<file path="src/rtl/apb2axi_pkg.sv">
// apb2axi_pkg: bridge FSM states, AXI size/burst constants, lane steering and default AXI structs.
package apb2axi_pkg;
  typedef enum logic [2:0] {IDLE, WR_REQ, WR_RESP, RD_REQ, RD_RESP, DONE} state_e;
  localparam logic [2:0] AXI_SIZE_4B = 3'b010;
  localparam logic [1:0] AXI_BURST_INCR = 2'b01;
  typedef struct packed {
    logic [3:0]  id;
    logic [31:0] addr;
    logic [7:0]  len;
    logic [2:0]  size;
    logic [1:0]  burst;
    logic        lock;
    logic [3:0]  cache;
    logic [2:0]  prot;
    logic [3:0]  qos;
    logic [3:0]  region;
    logic [0:0]  user;
  } ax_chan_t;
  typedef struct packed {
    logic [63:0] data;
    logic [7:0]  strb;
    logic        last;
    logic [0:0]  user;
  } w_chan_t;
  typedef struct packed {
    logic [3:0] id;
    logic [1:0] resp;
    logic [0:0] user;
  } b_chan_t;
  typedef struct packed {
    logic [3:0]  id;
    logic [63:0] data;
    logic [1:0]  resp;
    logic        last;
    logic [0:0]  user;
  } r_chan_t;
  typedef struct packed {
    ax_chan_t aw;
    logic     aw_valid;
    w_chan_t  w;
    logic     w_valid;
    logic     b_ready;
    ax_chan_t ar;
    logic     ar_valid;
    logic     r_ready;
  } axi_req_64_t;
  typedef struct packed {
    logic    aw_ready;
    logic    ar_ready;
    logic    w_ready;
    logic    b_valid;
    b_chan_t b;
    logic    r_valid;
    r_chan_t r;
  } axi_resp_64_t;
  function automatic logic [31:0] lane_sel(input logic [63:0] d, input logic hi);
    return hi ? d[63:32] : d[31:0];
  endfunction
  function automatic logic [7:0] strb_steer(input logic [3:0] s, input logic hi);
    return hi ? {s, 4'b0} : {4'b0, s};
  endfunction
endpackage

</file>
<file path="src/rtl/apb2axi_32_64.sv">
// apb2axi_32_64: APB4 slave to AXI4 master bridge, 32-bit APB onto a 64-bit AXI data path.
// One single-beat AXI transfer per APB access; misaligned accesses are rejected locally.
module apb2axi_32_64 #(
  parameter int unsigned AXI_ADDR_WIDTH = 32,
  parameter int unsigned AXI_ID_WIDTH = 4,
  parameter logic [AXI_ID_WIDTH-1:0] AXI_ID = '0,
  parameter int unsigned APB_ADDR_WIDTH = 12,
  parameter logic [AXI_ADDR_WIDTH-1:0] BASE_ADDR = '0,
  parameter type axi_req_t = apb2axi_pkg::axi_req_64_t,
  parameter type axi_resp_t = apb2axi_pkg::axi_resp_64_t
) (
  input  logic clk_i,
  input  logic rst_ni,
  input  logic [APB_ADDR_WIDTH-1:0] paddr_i,
  input  logic psel_i,
  input  logic penable_i,
  input  logic pwrite_i,
  input  logic [31:0] pwdata_i,
  input  logic [3:0] pstrb_i,
  output logic pready_o,
  output logic [31:0] prdata_o,
  output logic pslverr_o,
  output axi_req_t axi_req_o,
  input  axi_resp_t axi_resp_i
);
  import apb2axi_pkg::*;
  state_e state_q, state_d;
  logic [APB_ADDR_WIDTH-1:0] paddr_q, paddr_d;
  logic write_q, write_d;
  logic [31:0] wdata_q, wdata_d;
  logic [3:0] strb_q, strb_d;
  logic aw_done_q, aw_done_d;
  logic w_done_q, w_done_d;
  logic [31:0] prdata_q, prdata_d;
  logic pslverr_q, pslverr_d;
  logic aw_hs, w_hs, b_hs, ar_hs, r_hs;
  logic unused;
  assign aw_hs = axi_req_o.aw_valid & axi_resp_i.aw_ready;
  assign w_hs = axi_req_o.w_valid & axi_resp_i.w_ready;
  assign b_hs = axi_req_o.b_ready & axi_resp_i.b_valid;
  assign ar_hs = axi_req_o.ar_valid & axi_resp_i.ar_ready;
  assign r_hs = axi_req_o.r_ready & axi_resp_i.r_valid;
  assign unused = ^{axi_resp_i, write_q};
  always_ff @(posedge clk_i or negedge rst_ni)
    if (!rst_ni) begin
      state_q <= IDLE;
      paddr_q <= '0;
      write_q <= 1'b0;
      wdata_q <= '0;
      strb_q <= '0;
      aw_done_q <= 1'b0;
      w_done_q <= 1'b0;
      prdata_q <= '0;
      pslverr_q <= 1'b0;
    end else begin
      state_q <= state_d;
      paddr_q <= paddr_d;
      write_q <= write_d;
      wdata_q <= wdata_d;
      strb_q <= strb_d;
      aw_done_q <= aw_done_d;
      w_done_q <= w_done_d;
      prdata_q <= prdata_d;
      pslverr_q <= pslverr_d;
    end
  always_comb begin
    state_d = state_q;
    paddr_d = paddr_q;
    write_d = write_q;
    wdata_d = wdata_q;
    strb_d = strb_q;
    aw_done_d = aw_done_q;
    w_done_d = w_done_q;
    prdata_d = prdata_q;
    pslverr_d = pslverr_q;
    case (state_q)
      IDLE: if (psel_i && !penable_i) begin
        paddr_d = paddr_i;
        write_d = pwrite_i;
        wdata_d = pwdata_i;
        strb_d = pstrb_i;
        pslverr_d = |paddr_i[1:0];
        state_d = |paddr_i[1:0] ? DONE : pwrite_i ? WR_REQ : RD_REQ;
      end
      WR_REQ: begin
        aw_done_d = aw_done_q | aw_hs;
        w_done_d = w_done_q | w_hs;
        if (aw_done_d && w_done_d) begin
          aw_done_d = 1'b0;
          w_done_d = 1'b0;
          state_d = WR_RESP;
        end
      end
      WR_RESP: if (b_hs) begin
        pslverr_d = axi_resp_i.b.resp[1];
        state_d = DONE;
      end
      RD_REQ: state_d = ar_hs ? RD_RESP : RD_REQ;
      RD_RESP: if (r_hs) begin
        pslverr_d = axi_resp_i.r.resp[1];
        prdata_d = lane_sel(axi_resp_i.r.data, paddr_q[2]);
        state_d = DONE;
      end
      default: state_d = IDLE;
    endcase
  end
  // AW and AR carry identical attributes; only one of them is ever valid
  always_comb begin
    axi_req_o = '0;
    axi_req_o.aw.id = AXI_ID;
    axi_req_o.aw.addr = BASE_ADDR + AXI_ADDR_WIDTH'(paddr_q);
    axi_req_o.aw.size = AXI_SIZE_4B;
    axi_req_o.aw.burst = AXI_BURST_INCR;
    axi_req_o.ar = axi_req_o.aw;
    axi_req_o.w.data = {2{wdata_q}};
    axi_req_o.w.strb = strb_steer(strb_q, paddr_q[2]);
    axi_req_o.w.last = 1'b1;
    axi_req_o.aw_valid = state_q == WR_REQ && !aw_done_q;
    axi_req_o.w_valid = state_q == WR_REQ && !w_done_q;
    axi_req_o.b_ready = state_q == WR_RESP;
    axi_req_o.ar_valid = state_q == RD_REQ;
    axi_req_o.r_ready = state_q == RD_RESP;
  end
  // an abandoned APB access (psel gone) still drains through DONE, silently
  assign pready_o = state_q == DONE && psel_i;
  assign pslverr_o = pready_o && pslverr_q;
  assign prdata_o = prdata_q;
endmodule

</file>
<file path="config.mk">
export PLATFORM = sky130hd
export DESIGN_NAME = apb2axi_32_64
export DESIGN_NICKNAME = d
export VERILOG_FILES = /design/src/rtl/apb2axi_pkg.sv /design/src/rtl/apb2axi_32_64.sv
export SDC_FILE = /design/constraint.sdc
export NUM_CORES = 1
export LEC_CHECK = 0
export ABC_AREA = 1
export BUFFER_PORTS_ARGS = -buffer_cell sky130_fd_sc_hd__buf_2
export CORE_AREA = 2 2 147 149
export CTS_CLUSTER_DIAMETER = 80
export CTS_CLUSTER_SIZE = 12
export DETAILED_ROUTE_END_ITERATION = 10
export DIE_AREA = 0 0 149 151
export PLACE_DENSITY = 0.59
export SYNTH_ARGS = -nofsm -noshare
export SYNTH_HDL_FRONTEND = slang
export SYNTH_SLANG_ARGS = --single-unit
</file>
<file path="constraint.sdc">
create_clock -name clk_i -period 1.6 [get_ports clk_i]
set_input_delay 0.08 -clock clk_i [delete_from_list [all_inputs] [get_ports clk_i]]
set_output_delay 0.08 -clock clk_i [all_outputs]
set_load 0.01 [all_outputs]
</file>
# --- Yosys cells after proc, flatten, opt, wreduce, memory -nomap -nowiden ---
# Cells that the tools add are included.
# Widths: inputs -> output; s select.
op_classes:
  mux: 16
  reduce_logical: 16
  bitwise_logic: 7
  eq_ne: 9
op_table:
  columns: ["cell", "count"]
  rows:
  - ["$mux 32", 1]
  - ["$mux 3", 6]
  - ["$pmux 3 s5", 1]
  - ["$mux 8", 1]
  - ["$reduce_and 4->1", 2]
  - ["$eq 3x2->1 const B", 2]
  - ["$eq 3x3->1 const B", 2]
  - ["$logic_and 1x1->1", 6]
  - ["$and 1x1->1", 5]
  - ["$mux 1", 5]
  - ["$ne 2x1->1 const B", 2]
  - ["$ne 2x2->1 const B", 2]
  - ["$reduce_and 2->1", 2]
  - ["$eq 3x1->1 const B", 1]
  - ["$logic_not 1->1", 3]
  - ["$logic_not 3->1", 1]
  - ["$pmux 1 s3", 1]
  - ["$reduce_bool 3->1", 1]
  - ["$mux 2", 1]
  - ["$or 1x1->1", 2]
  - ["$reduce_or 2->1", 1]
totals:
  wordCells: 56
  out_inout_bits: 245
  input_bits: 137
  reg_bits: 86

# --- Longest topological paths before layout ---
logic_depth:
  ltp_word: 7
  mapped_depth: 9
  mapped_depth_nobuf: 8

# --- Worst setup path before layout ---
# Ideal clock, no wire load.
synth_timing:
  path_type: "register to register"
  startpoint: "reg state_q[0]"
  endpoint: "reg prdata_q[30] (netlist: prdata_o[30])"
  slack_ns: 0.236
  setup_time_ns: 0.119
  stages_incl_launch_ff: 7
  n_path_buf: 1
  arrival_time_ns: 1.245
  cell_sequence: "dfrtp_1 > inv_2 > nand2_4 > nor3_4 > buf_6 > nand2_1 > o21a_1"
synth_via:
  elab_chain_len: 3
synth_rtl:
  columns: ["element", "line_no", "rtl"]
  rows:
  - ["start, declared", "apb2axi_32_64.sv:27", "state_e state_q, state_d;"]
  - ["start signal, assigned", "apb2axi_32_64.sv:56", "state_q <= state_d;"]
  - ["$eq 3x3->1 *", "apb2axi_32_64.sv:76, apb2axi_32_64.sv:122", null]
  - ["$and 1x1->1", "apb2axi_32_64.sv:42", "assign r_hs = axi_req_o.r_ready & axi_resp_i.r_valid;"]
  - ["$reduce_and 2->1 (no source line) *", null, null]
  - ["end signal, assigned", "apb2axi_32_64.sv:63", "prdata_q <= prdata_d;"]
  - ["end, declared", "apb2axi_32_64.sv:34", "logic [31:0] prdata_q, prdata_d;"]
# Every way passes the cells marked *; elsewhere a longest branch is shown, timed or not.
# A chain may end at the register's enable or synchronous reset.

# --- Worst setup path in the final report ---
layout_timing:
  startpoint: "reg state_q[1]"
  endpoint: "out pslverr_o"
layout_via:
  elab_chain_len: 3
layout_rtl:
  columns: ["element", "line_no", "rtl"]
  rows:
  - ["$eq 3x3->1", "apb2axi_32_64.sv:125", "assign pready_o = state_q == DONE && psel_i;"]
  - ["$logic_and 1x1->1", "apb2axi_32_64.sv:125", null]
  - ["$logic_and 1x1->1", "apb2axi_32_64.sv:126", "assign pslverr_o = pready_o && pslverr_q;"]
  - ["end, declared", "apb2axi_32_64.sv:22", "output logic pslverr_o,"]
# No other way between the ends.

==> impl_metrics.env <==
export IMPL_io_buffers=258
export IMPL_synthFlopType="dfrtp_1"
export IMPL_numCtsBuffers=9
export IMPL_syn_avg_cell_area_sq_um=7.96
export IMPL_leakagePower_uw=0.00394
export IMPL_synth_area_leaders="dfrtp_1 41%, buf_4 22%, nand2_1 9.7%"
export IMPL_rsz0062_at_grt="no"
export IMPL_clk_latency_ps=340
export IMPL_nNetsFinal=1053
export IMPL_yosys_area_top_type_share_pct=41.1
export IMPL_synth_edf_count=0
export IMPL_ys_types=25
export IMPL_routed_wl_microns=12800
export IMPL_first_pass_iters=4
export IMPL_ant_nets=0
export IMPL_end_kind="output port"
export IMPL_crit_type="register to output port"
export IMPL_ys_warn_count=0
export IMPL_async_flop_share_pct=100
export IMPL_synth_area_leader_cell="dfrtp_1"
export IMPL_r2r_start="state_q[1]$_DFFE_PN0P_"
export IMPL_dieArea_sq_um=22500
export IMPL_layout_commonest_cell="buf_2"
export IMPL_wire_per_inst_microns=10.7
export IMPL_finalPower_uw=11600
export IMPL_fin_hold_ws_ps=5.68
export IMPL_syn_inst=659
export IMPL_coreArea_sq_um=20800
export IMPL_num_rows=53
export IMPL_cts_tree="built"
export IMPL_io_pins=382
export IMPL_post_route_min_period_ps=1500
export IMPL_die_width_microns=149
export IMPL_post_route_period_util_pct=93.5
export IMPL_clk_pin_slew_ps=70
export IMPL_cts_sinks=86
export IMPL_grt_usage_pct=10.8
export IMPL_first_iter_violations=121
export IMPL_seq_area_frac_synth_pct=41.1
export IMPL_place_congestion=0.774
export IMPL_post_route_util_pct=33.2
export IMPL_htree_num_levels=3
export IMPL_antenna_cells=0
export IMPL_vias_per_cell=3.71
export IMPL_synthesis_area_sq_um=5240
export IMPL_grt_max_degree=97
export IMPL_critPathLaunch="state_q[1]$_DFFE_PN0P_"
export IMPL_cp_max_fo=7
export IMPL_status="finished, final reports clean"
export IMPL_grt_pass1_vias=3831
export IMPL_antenna_found_initial=0
export IMPL_cp_start_kind="register"
export IMPL_drv_cap=0
export IMPL_drive_gt1_share_pct=32.6
export IMPL_clk_path_buf_depth=2
export IMPL_vias=4439
export IMPL_cp_data_required_time_ps=1520
export IMPL_grt_pass1_wl_microns=19000
export IMPL_hp_class="primary input to register"
export IMPL_max_freq_mhz=668
export IMPL_final_max_slew_violation_count=0
export IMPL_final_cell_mix="257 x buf_2, 135 x nand2_1, 110 x conb_1"
export IMPL_start_util_pct=25.2
export IMPL_fin_skew_ps=10.3
export IMPL_overflow=0
export IMPL_worstHoldStart="paddr_i[6]"
export IMPL_finalSetupViolCount=0
export IMPL_dpl_hpwl_microns=9360
export IMPL_tns_ps=0
export IMPL_ys_seq_elements=86
export IMPL_area_growth_synth_to_final_pct=31.9
export IMPL_ir_drop_uv=679
export IMPL_cts_root_buf="clkbuf_16"
export IMPL_drc=0
export IMPL_crit_arrival_ps=1420
export IMPL_hold_viol_final=0
export IMPL_powerDensity_nw_per_um2=1680
export IMPL_die_h_microns=151
worst max-delay path: stages (launching register included):
cell and delay, ps:
dfrtp_2 450, nor2_2 200, and3_1 190, and2_1 110
buf_2 120
registers in the layout, summed over array words and instances, names as in the netlist:
name       flops
prdata_o      32
wdata_q       32
paddr_q       12
strb_q         4
state_q        3
aw_done_q      1
pslverr_q      1
w_done_q       1
worst paths after layout:
kind | end | slack (ps) | depth (start not counted)
max in group asynchronous | state_q[1]$_DFFE_PN0P_ | 860 | 3
worst min-delay path | paddr_q[6]$_DFFE_PN0P_ | 6 | 3
min in group asynchronous | paddr_q[2]$_DFFE_PN0P_ | 340 | 3
worst max-delay path | pslverr_o | 100 | 4
worst min register to register | prdata_o[20]$_DFFE_PN0P_ | 480 | 1
worst max register to register | strb_q[2]$_DFFE_PN0P_ | 150 | 7
Yosys cell counts (2+ instances only):
library cell,count
nand4_1,4
o21ai_1,6
inv_1,96
nor2_1,17
buf_4,154
nand3_1,10
o21ai_0,74
dfrtp_1,86
clkbuf_1,7
nand2_1,136
conb_1,2
inv_2,2
nor3_1,2
buf_6,8
buf_2,7
buf_1,4
a21oi_1,5
o21a_1,32
cells by family (layout without fill, tap and decap cells):
group,after synthesis,after routing,synth area share (%)
AOI/OAI and AO/OA,117,117,12.7
DFF,86,86,41.1
other,2,110,0.143
buffers and inverters,279,433,32.4
and+or+nand+nor,175,175,13.7
final cells by class:
class                           count  area, sq um
Timing Repair Buffer              318         1910
Clock inverter                      5         83.8
Clock buffer                       11          233
Multi-Input combinational cell    402         1810
Inverter                           99          374
Tap cell                          275          344
Sequential cell                    86         2160
Fill cell                        2205        13900
power by group:
group,internal [uW],total (uW),switching (uW)
registers,3210,3980,768
clock network,1380,2270,898
logic,2370,5390,3020
total,6960,11600,4690
metrics by stage:
stage,worst slack (ps),std cells,cell area [sq um]
final,104,1196,6910
after global routing,2.66,1196,6910
after CTS,36.2,1196,6910
after detailed placement,125,1133,6120
after global placement,171,1133,6120
after floorplan,236,767,5650
layer usage:
layer | wire length, microns | global-route usage (%) | vias up | share of wire (%)
li1 | - | - | 2257 | -
met1 | 5220 | 12.9 | 1963 | 41
met2 | 6250 | 18.7 | 209 | 49
met3 | 1120 | 2.68 | 10 | 8.8
met4 | 184 | 4.05 | 0 | 1.4
met5 | 0 | 0 | - | 0
timing repair:
action,4_1_cts,5_1_grt
buffers inserted,2,0
gates resized for setup,2,4
cloned,0,0
setup endpoints to repair,2,5
hold buffers,45,0
hold endpoints to repair,130,0
(Power assumes the default switching activity.)
